## config.mk

```make
export PLATFORM = sky130hd
export DESIGN_NAME = tmr_updown_counter_flat
export DESIGN_NICKNAME = d
export VERILOG_FILES = /design/src/rtl/tmr_pkg.sv /design/src/rtl/tmr_updown_counter_if.sv /design/src/rtl/tmr_vote.sv /design/src/rtl/tmr_updown_counter.sv /design/src/flat_wrapper.sv
export SDC_FILE = /design/constraint.sdc
export NUM_CORES = 2
export LEC_CHECK = 0
export ABC_AREA = 1
export ABC_CLOCK_PERIOD_IN_PS = 2500
export CORE_AREA = 3 3 320 322
export CTS_BUF_LIST = sky130_fd_sc_hd__clkbuf_8
export DETAILED_ROUTE_END_ITERATION = 6
export DIE_AREA = 0 0 323 325
export PLACE_DENSITY_LB_ADDON = 0.12
export SLEW_MARGIN = 0
export SYNTH_ARGS = -nofsm -noshare
export SYNTH_HDL_FRONTEND = slang
export SYNTH_HIERARCHICAL = 1
export SYNTH_SLANG_ARGS = --single-unit
```

## constraint.sdc

```tcl
create_clock -name clk -period 2.5 [get_ports clk]
set_input_delay 0.75 -clock clk [delete_from_list [all_inputs] [get_ports clk]]
set_output_delay 0.75 -clock clk [all_outputs]
set_load 0.02 [all_outputs]
```

## src/rtl/tmr_pkg.sv

```systemverilog
// rtl/tmr_pkg.sv - shared constants and types for the TMR up/down counter
package tmr_pkg;
    localparam int NREP = 3;
    typedef logic [1:0]      rep_idx_t;
    typedef logic [NREP-1:0] rep_vec_t;
endpackage

```

## src/rtl/tmr_updown_counter_if.sv

```systemverilog
// rtl/tmr_updown_counter_if.sv - control/status bundle of the TMR up/down counter
interface tmr_updown_counter_if
    import tmr_pkg::*;
#(
    parameter int WIDTH = 128,
    parameter int ECW   = 8
);
    logic                    en_i;
    logic                    up_i;
    logic                    load_i;
    logic [WIDTH-1:0]        load_val_i;
    logic                    clr_err_i;
    rep_vec_t                inj_en_i;
    logic [NREP*WIDTH-1:0]   inj_mask_i;
    logic [WIDTH-1:0]        count_o;
    logic                    tc_o;
    rep_vec_t                mismatch_o;
    logic                    triple_err_o;
    rep_vec_t                failed_o;
    logic [NREP*ECW-1:0]     err_cnt_o;

    modport master (
        output en_i, up_i, load_i, load_val_i, clr_err_i, inj_en_i, inj_mask_i,
        input  count_o, tc_o, mismatch_o, triple_err_o, failed_o, err_cnt_o
    );
    modport slave (
        input  en_i, up_i, load_i, load_val_i, clr_err_i, inj_en_i, inj_mask_i,
        output count_o, tc_o, mismatch_o, triple_err_o, failed_o, err_cnt_o
    );
endinterface

```

## src/rtl/tmr_vote.sv

```systemverilog
// rtl/tmr_vote.sv - bitwise 2-of-3 majority voter with per-replica disagreement flags
module tmr_vote
    import tmr_pkg::*;
#(
    parameter int WIDTH = 128
) (
    input  logic [WIDTH-1:0] i_r0,
    input  logic [WIDTH-1:0] i_r1,
    input  logic [WIDTH-1:0] i_r2,
    output logic [WIDTH-1:0] o_v,
    output rep_vec_t         o_mismatch,
    output logic             o_triple
);
    assign o_v        = (i_r0 & i_r1) | (i_r0 & i_r2) | (i_r1 & i_r2);
    assign o_mismatch = {(i_r2 != o_v), (i_r1 != o_v), (i_r0 != o_v)};
    assign o_triple   = (i_r0 != i_r1) && (i_r0 != i_r2) && (i_r1 != i_r2);
endmodule

```

## src/rtl/tmr_updown_counter.sv

```systemverilog
// rtl/tmr_updown_counter.sv - triple-redundant up/down counter with scrubbing and error accounting
module tmr_updown_counter
    import tmr_pkg::*;
#(
    parameter int               WIDTH       = 128,
    parameter logic [WIDTH-1:0] STEP        = {{(WIDTH-1){1'b0}}, 1'b1},
    parameter bit               SATURATE    = 1'b0,
    parameter int               ECW         = 8,
    parameter int               FAIL_THRESH = 16
) (
    input logic                  clk,
    input logic                  rst_n,
    tmr_updown_counter_if.slave  bus
);
    logic [WIDTH-1:0] w_rep [NREP];
    logic [WIDTH-1:0] w_v;
    rep_vec_t         w_mismatch;
    logic             w_triple;
    logic [WIDTH:0]   w_sum;
    logic [WIDTH:0]   w_dif;
    logic [WIDTH-1:0] w_nx;
    logic             w_tc_nx;
    logic             r_tc;
    logic             r_triple;

    tmr_vote #(.WIDTH(WIDTH)) u_vote (
        .i_r0       (w_rep[0]),
        .i_r1       (w_rep[1]),
        .i_r2       (w_rep[2]),
        .o_v        (w_v),
        .o_mismatch (w_mismatch),
        .o_triple   (w_triple)
    );

    // Extra top bit carries the overflow/underflow that drives wrap and clamp.
    assign w_sum = {1'b0, w_v} + {1'b0, STEP};
    assign w_dif = {1'b0, w_v} - {1'b0, STEP};

    always_comb begin
        w_nx    = w_v;
        w_tc_nx = 1'b0;
        if (bus.load_i) begin
            w_nx = bus.load_val_i;
        end else if (bus.en_i && bus.up_i) begin
            w_nx    = w_sum[WIDTH-1:0];
            w_tc_nx = w_sum[WIDTH];
            if (SATURATE && w_sum[WIDTH]) w_nx = '1;
        end else if (bus.en_i) begin
            w_nx    = w_dif[WIDTH-1:0];
            w_tc_nx = w_dif[WIDTH];
            if (SATURATE && w_dif[WIDTH]) w_nx = '0;
        end
    end

    always_ff @(posedge clk or negedge rst_n) begin
        if (!rst_n) begin
            r_tc     <= 1'b0;
            r_triple <= 1'b0;
        end else begin
            r_tc     <= w_tc_nx;
            r_triple <= bus.clr_err_i ? 1'b0 : (r_triple | w_triple);
        end
    end

    for (genvar gi = 0; gi < NREP; gi++) begin : g_rep
        logic [WIDTH-1:0] r_rep;
        logic [ECW-1:0]   r_err;
        logic             r_failed;
        logic [WIDTH-1:0] w_mask;
        logic [ECW-1:0]   w_err_inc;

        assign w_mask    = bus.inj_en_i[gi] ? bus.inj_mask_i[gi*WIDTH +: WIDTH] : '0;
        assign w_err_inc = (w_mismatch[gi] && (r_err != '1)) ? r_err + 1'b1 : r_err;

        // Every replica reloads from the vote each edge, so an upset lives one cycle at most.
        always_ff @(posedge clk or negedge rst_n) begin
            if (!rst_n) begin
                r_rep    <= '0;
                r_err    <= '0;
                r_failed <= 1'b0;
            end else begin
                r_rep <= w_nx ^ w_mask;
                if (bus.clr_err_i) begin
                    r_err    <= '0;
                    r_failed <= 1'b0;
                end else begin
                    r_err    <= w_err_inc;
                    r_failed <= r_failed | (w_err_inc >= ECW'(FAIL_THRESH));
                end
            end
        end

        assign w_rep[gi]                   = r_rep;
        assign bus.failed_o[gi]            = r_failed;
        assign bus.err_cnt_o[gi*ECW +: ECW] = r_err;
    end

    assign bus.count_o      = w_v;
    assign bus.tc_o         = r_tc;
    assign bus.mismatch_o   = w_mismatch;
    assign bus.triple_err_o = r_triple;
endmodule

```

## src/flat_wrapper.sv

```systemverilog
// flat-port wrapper written by rule: the top's interface ports become plain ports
module tmr_updown_counter_flat import tmr_pkg::*;
#(
    parameter int               WIDTH       = 128,
    parameter logic [WIDTH-1:0] STEP        = {{(WIDTH-1){1'b0}}, 1'b1},
    parameter bit               SATURATE    = 1'b0,
    parameter int               ECW         = 8,
    parameter int               FAIL_THRESH = 16
)
  (clk, rst_n, bus_en_i, bus_up_i, bus_load_i, bus_load_val_i, bus_clr_err_i, bus_inj_en_i, bus_inj_mask_i, bus_count_o, bus_tc_o, bus_mismatch_o, bus_triple_err_o, bus_failed_o, bus_err_cnt_o);
  tmr_updown_counter_if #(.WIDTH(WIDTH), .ECW(ECW)) bus_i ();
  input logic clk;
  input logic rst_n;
  input wire logic [$bits(bus_i.en_i)-1:0] bus_en_i;
  input wire logic [$bits(bus_i.up_i)-1:0] bus_up_i;
  input wire logic [$bits(bus_i.load_i)-1:0] bus_load_i;
  input wire logic [$bits(bus_i.load_val_i)-1:0] bus_load_val_i;
  input wire logic [$bits(bus_i.clr_err_i)-1:0] bus_clr_err_i;
  input wire logic [$bits(bus_i.inj_en_i)-1:0] bus_inj_en_i;
  input wire logic [$bits(bus_i.inj_mask_i)-1:0] bus_inj_mask_i;
  output wire logic [$bits(bus_i.count_o)-1:0] bus_count_o;
  output wire logic [$bits(bus_i.tc_o)-1:0] bus_tc_o;
  output wire logic [$bits(bus_i.mismatch_o)-1:0] bus_mismatch_o;
  output wire logic [$bits(bus_i.triple_err_o)-1:0] bus_triple_err_o;
  output wire logic [$bits(bus_i.failed_o)-1:0] bus_failed_o;
  output wire logic [$bits(bus_i.err_cnt_o)-1:0] bus_err_cnt_o;
  assign bus_i.en_i = bus_en_i;
  assign bus_i.up_i = bus_up_i;
  assign bus_i.load_i = bus_load_i;
  assign bus_i.load_val_i = bus_load_val_i;
  assign bus_i.clr_err_i = bus_clr_err_i;
  assign bus_i.inj_en_i = bus_inj_en_i;
  assign bus_i.inj_mask_i = bus_inj_mask_i;
  assign bus_count_o = bus_i.count_o;
  assign bus_tc_o = bus_i.tc_o;
  assign bus_mismatch_o = bus_i.mismatch_o;
  assign bus_triple_err_o = bus_i.triple_err_o;
  assign bus_failed_o = bus_i.failed_o;
  assign bus_err_cnt_o = bus_i.err_cnt_o;
  tmr_updown_counter #(.WIDTH(WIDTH), .STEP(STEP), .SATURATE(SATURATE), .ECW(ECW), .FAIL_THRESH(FAIL_THRESH)) u_core (.clk(clk), .rst_n(rst_n), .bus(bus_i));
endmodule
```

==> flow_metrics.tcl <==
set metrics [dict create \
    status "finished with violations" \
    violations "DRC, setup timing" \
    avgSynthCellArea_sq_um 6.03 \
    port_buffers 680 \
    tightest_slew_ns 0.763 \
    dpl-instance-area_sq_um 64200 \
    die_y_um 325 \
    layout_common_cells "nand2_1, buf_4, inv_1" \
    gp_congestion 1.06 \
    grt_use_met2 0.628 \
    avgRoutedWirePerCell_um 19.7 \
    cp.arrival_ns 2.89 \
    die_w_um 323 \
    power.share.switching 0.471 \
    drv_cap 0 \
    die_area_sq_um 105000 \
    num_vias 58900 \
    cts_tree "built" \
    ant_nets 0 \
    netlist_area_sq_um 44900 \
    slew_viol_final 0 \
    period_needed_ns 3.64 \
    p_clk_frac 0.138 \
    synth.area.top_cells "dfrtp_1, nand2_1, ha_1, nand3_1, inv_1" \
    p_seq_frac 0.182 \
    synth_nets 8349 \
    synth_top_area_share 0.230 \
    drive_gt1_frac 0.319 \
    crit_fanout 5 \
    area_growth_pct 62.0 \
    pin_count 681 \
    crit_start "u_core/g_rep[1].r_rep[34]" \
    fin_area_sq_um 72700 \
    yosysWarnings 6 \
    fmax_mhz 274 \
    routed_wl_um 217000 \
    firstDrtPassIters 7 \
    place_hpwl_um 175000 \
    use_met3 0.0587 \
    fillers 8274 \
    worstReg2RegStart "u_core/g_rep[0].r_rep[5]" \
    rsz0062_at_grt "yes" \
    grt_pass1_wl_um 313000 \
    ys_ff_latch 413 \
    relSlewSlack 0.486 \
    worstHoldPathType "input pin to async pin" \
    clkSinkCount 413 \
    seq_area_sq_um 10300 \
    antenna_found_initial 10 \
    clock_skew_ns 0.0564 \
    p_leak_nw 37.3 \
    core_sq_um 99900 \
    detail_route.vias_per_cell 5.36 \
    fin_crit_sh 1.46 \
    grt_max_degree 59 \
    hold_viol 0 \
    criticalPathCategory "flop to primary output" \
    root_buffer "clkbuf_8" \
    cp-end-kind "primary output" \
    switchingPower_w 0.0244 \
    h-tree-depth 3 \
    intPower_w 0.0275 \
    grt.total_usage 0.387 \
    critPathRequiredTime_ns 1.75 \
    clk_path_buf_depth 3 \
    final_common_cell "nand2_1" \
    rows 116 \
    ys_types 48 \
    setup_ws_ns -1.14 \
    cts_made_buffers 79 \
    r2r_slack_ns -0.74 \
    yosysSeqAreaShare 0.230 \
    clkTransAtPathRegs_ns 0.06 \
    combPwrFrac 0.681 \
    clock_latency_ns 0.76 \
    ir_drop_v 0.000771 \
    multi_input_area_sq_um 35100 \
    first_global_vias 55600 \
    start_util 0.449 \
    pre_cts_ws_ns -1.37 \
    nNetsFinal 10500 \
    drtIter0Drc 5310 \
    critPathLaunchType "flop" \
    power_density_nw_per_um2 715 \
    route.detailed.drc 4 \
    met1_usage 0.508 \
    synth_area_leader_cell "dfrtp_1" \
    finalPower_w 0.0519 \
    grt.busiest_layer "met2" \
    setup_viol 553 \
    grt_overflow_total 0 \
    syn_inst 7439 \
]
==> synthesized netlist by cell type, drive strengths merged <==
library cell / count
a211oi: 1
a21boi: 1
a21o: 2
a21oi: 40
a31oi: 2
and2: 14
and3: 4
buf: 67
clkbuf: 91
clkinv: 33
dfrtp: 413
ha: 389
inv: 1023
nand2: 2712
nand3: 749
nand3b: 110
nand4: 404
nor2: 898
nor2b: 1
nor3: 46
nor3b: 6
nor4: 33
o211ai: 5
o21a: 4
o21ai: 105
o21bai: 3
o22ai: 8
o31ai: 3
or2: 66
xnor2: 115
xor2: 91
==> final cells by class <==
class                      instances  area share
clock buffer                      96      0.0182
sequential                       413       0.142
timing repair buffer            2263       0.275
inverter                        1056      0.0550
tap                             1298      0.0223
antenna                            7    0.000241
clock inverter                    48     0.00461
multi-input combinational       5813       0.483
==> through the flow <==
| step | hold WS [ns] | setup TNS, ns | util | instances |
|---|---|---|---|---|
| final | 0.0386 | -252.03 | 0.728 | 11000 |
| after global routing | 0.0227 | -323.60 | 0.728 | 11000 |
| after CTS | 0.00217 | -282.94 | 0.674 | 10900 |
| after detailed placement | 0.490 | -298.08 | 0.643 | 10700 |
| after global placement | 0.491 | -281.99 | 0.643 | 10700 |
| after floorplan | 0.454 | -0.0149 | - | 7439 |
==> power groups by stage <==
stage	clock network [W]	logic, W	registers, W
after global placement	0	0.0294	0.00943
after floorplan	0	0.0154	0.00934
after CTS	0.00727	0.0311	0.00940
after global routing	0.00758	0.0383	0.00962
after detailed placement	0	0.0300	0.00951
final	0.00715	0.0354	0.00945
==> flip-flops by register name (all words and copies together) (netlist names) <==
| signal | flops |
|---|---|
| u_core/bus.triple_err_o | 1 |
| u_core/g_rep.r_rep | 384 |
| u_core/bus.tc_o | 1 |
| u_core/g_rep.r_failed | 3 |
| u_core/g_rep.r_err | 24 |
==> cells by family (layout without fill, tap and decap cells) <==
logic type,after synthesis,after routing,share of synthesized area
AOI/OAI and AO/OA,174,175,0.0214
xor gates and xnor gates,206,206,0.0402
adders and majority gates,389,389,0.108
buffers and inverters,1214,3463,0.103
DFF,413,413,0.230
other,0,7,0
and+or+nand+nor,5043,5043,0.496
==> path summary, 6_finish.rpt <==
path                                                   end  depth (start not counted)
min in group clk                 u_core/g_rep[1].r_rep[29]                          3
worst max-delay path                     bus_mismatch_o[2]                         13
worst max register to register  u_core/g_rep[1].r_rep[123]                         22
worst min register to register    u_core/g_rep[0].r_failed                          2
worst min-delay path             u_core/g_rep[2].r_rep[35]                          1
max in group asynchronous       u_core/g_rep[0].r_rep[105]                          2
==> worst max-delay path: stages (launching register included) <==
cell and delay, ns:
dfrtp_1 0.40, ha_1 0.22, nor2_2 0.12, nand2_2 0.11
nand2_2 0.07, nand4_1 0.17, nor2_1 0.15, nand2_1 0.11
nor2_2 0.19, buf_6 0.14, nand2_4 0.09, nor2_4 0.12
nand2_4 0.10, buf_6 0.15
==> metal layers <==
layer | vias to the layer above | part of all wire
li1 | 28100 | -
met4 | 6 | 0.054
met2 | 2645 | 0.45
met1 | 27600 | 0.41
met3 | 577 | 0.086
met5 | - | 0.00019
==> what timing repair did <==
action	4_1_cts	5_1_grt
buffers inserted	50	130
gates resized for setup	392	1173
hold buffers	0	0
cloned	1	0
setup endpoints to repair	557	560
pin swaps	114	358
Note: power is estimated with default switching activity, not from simulation.
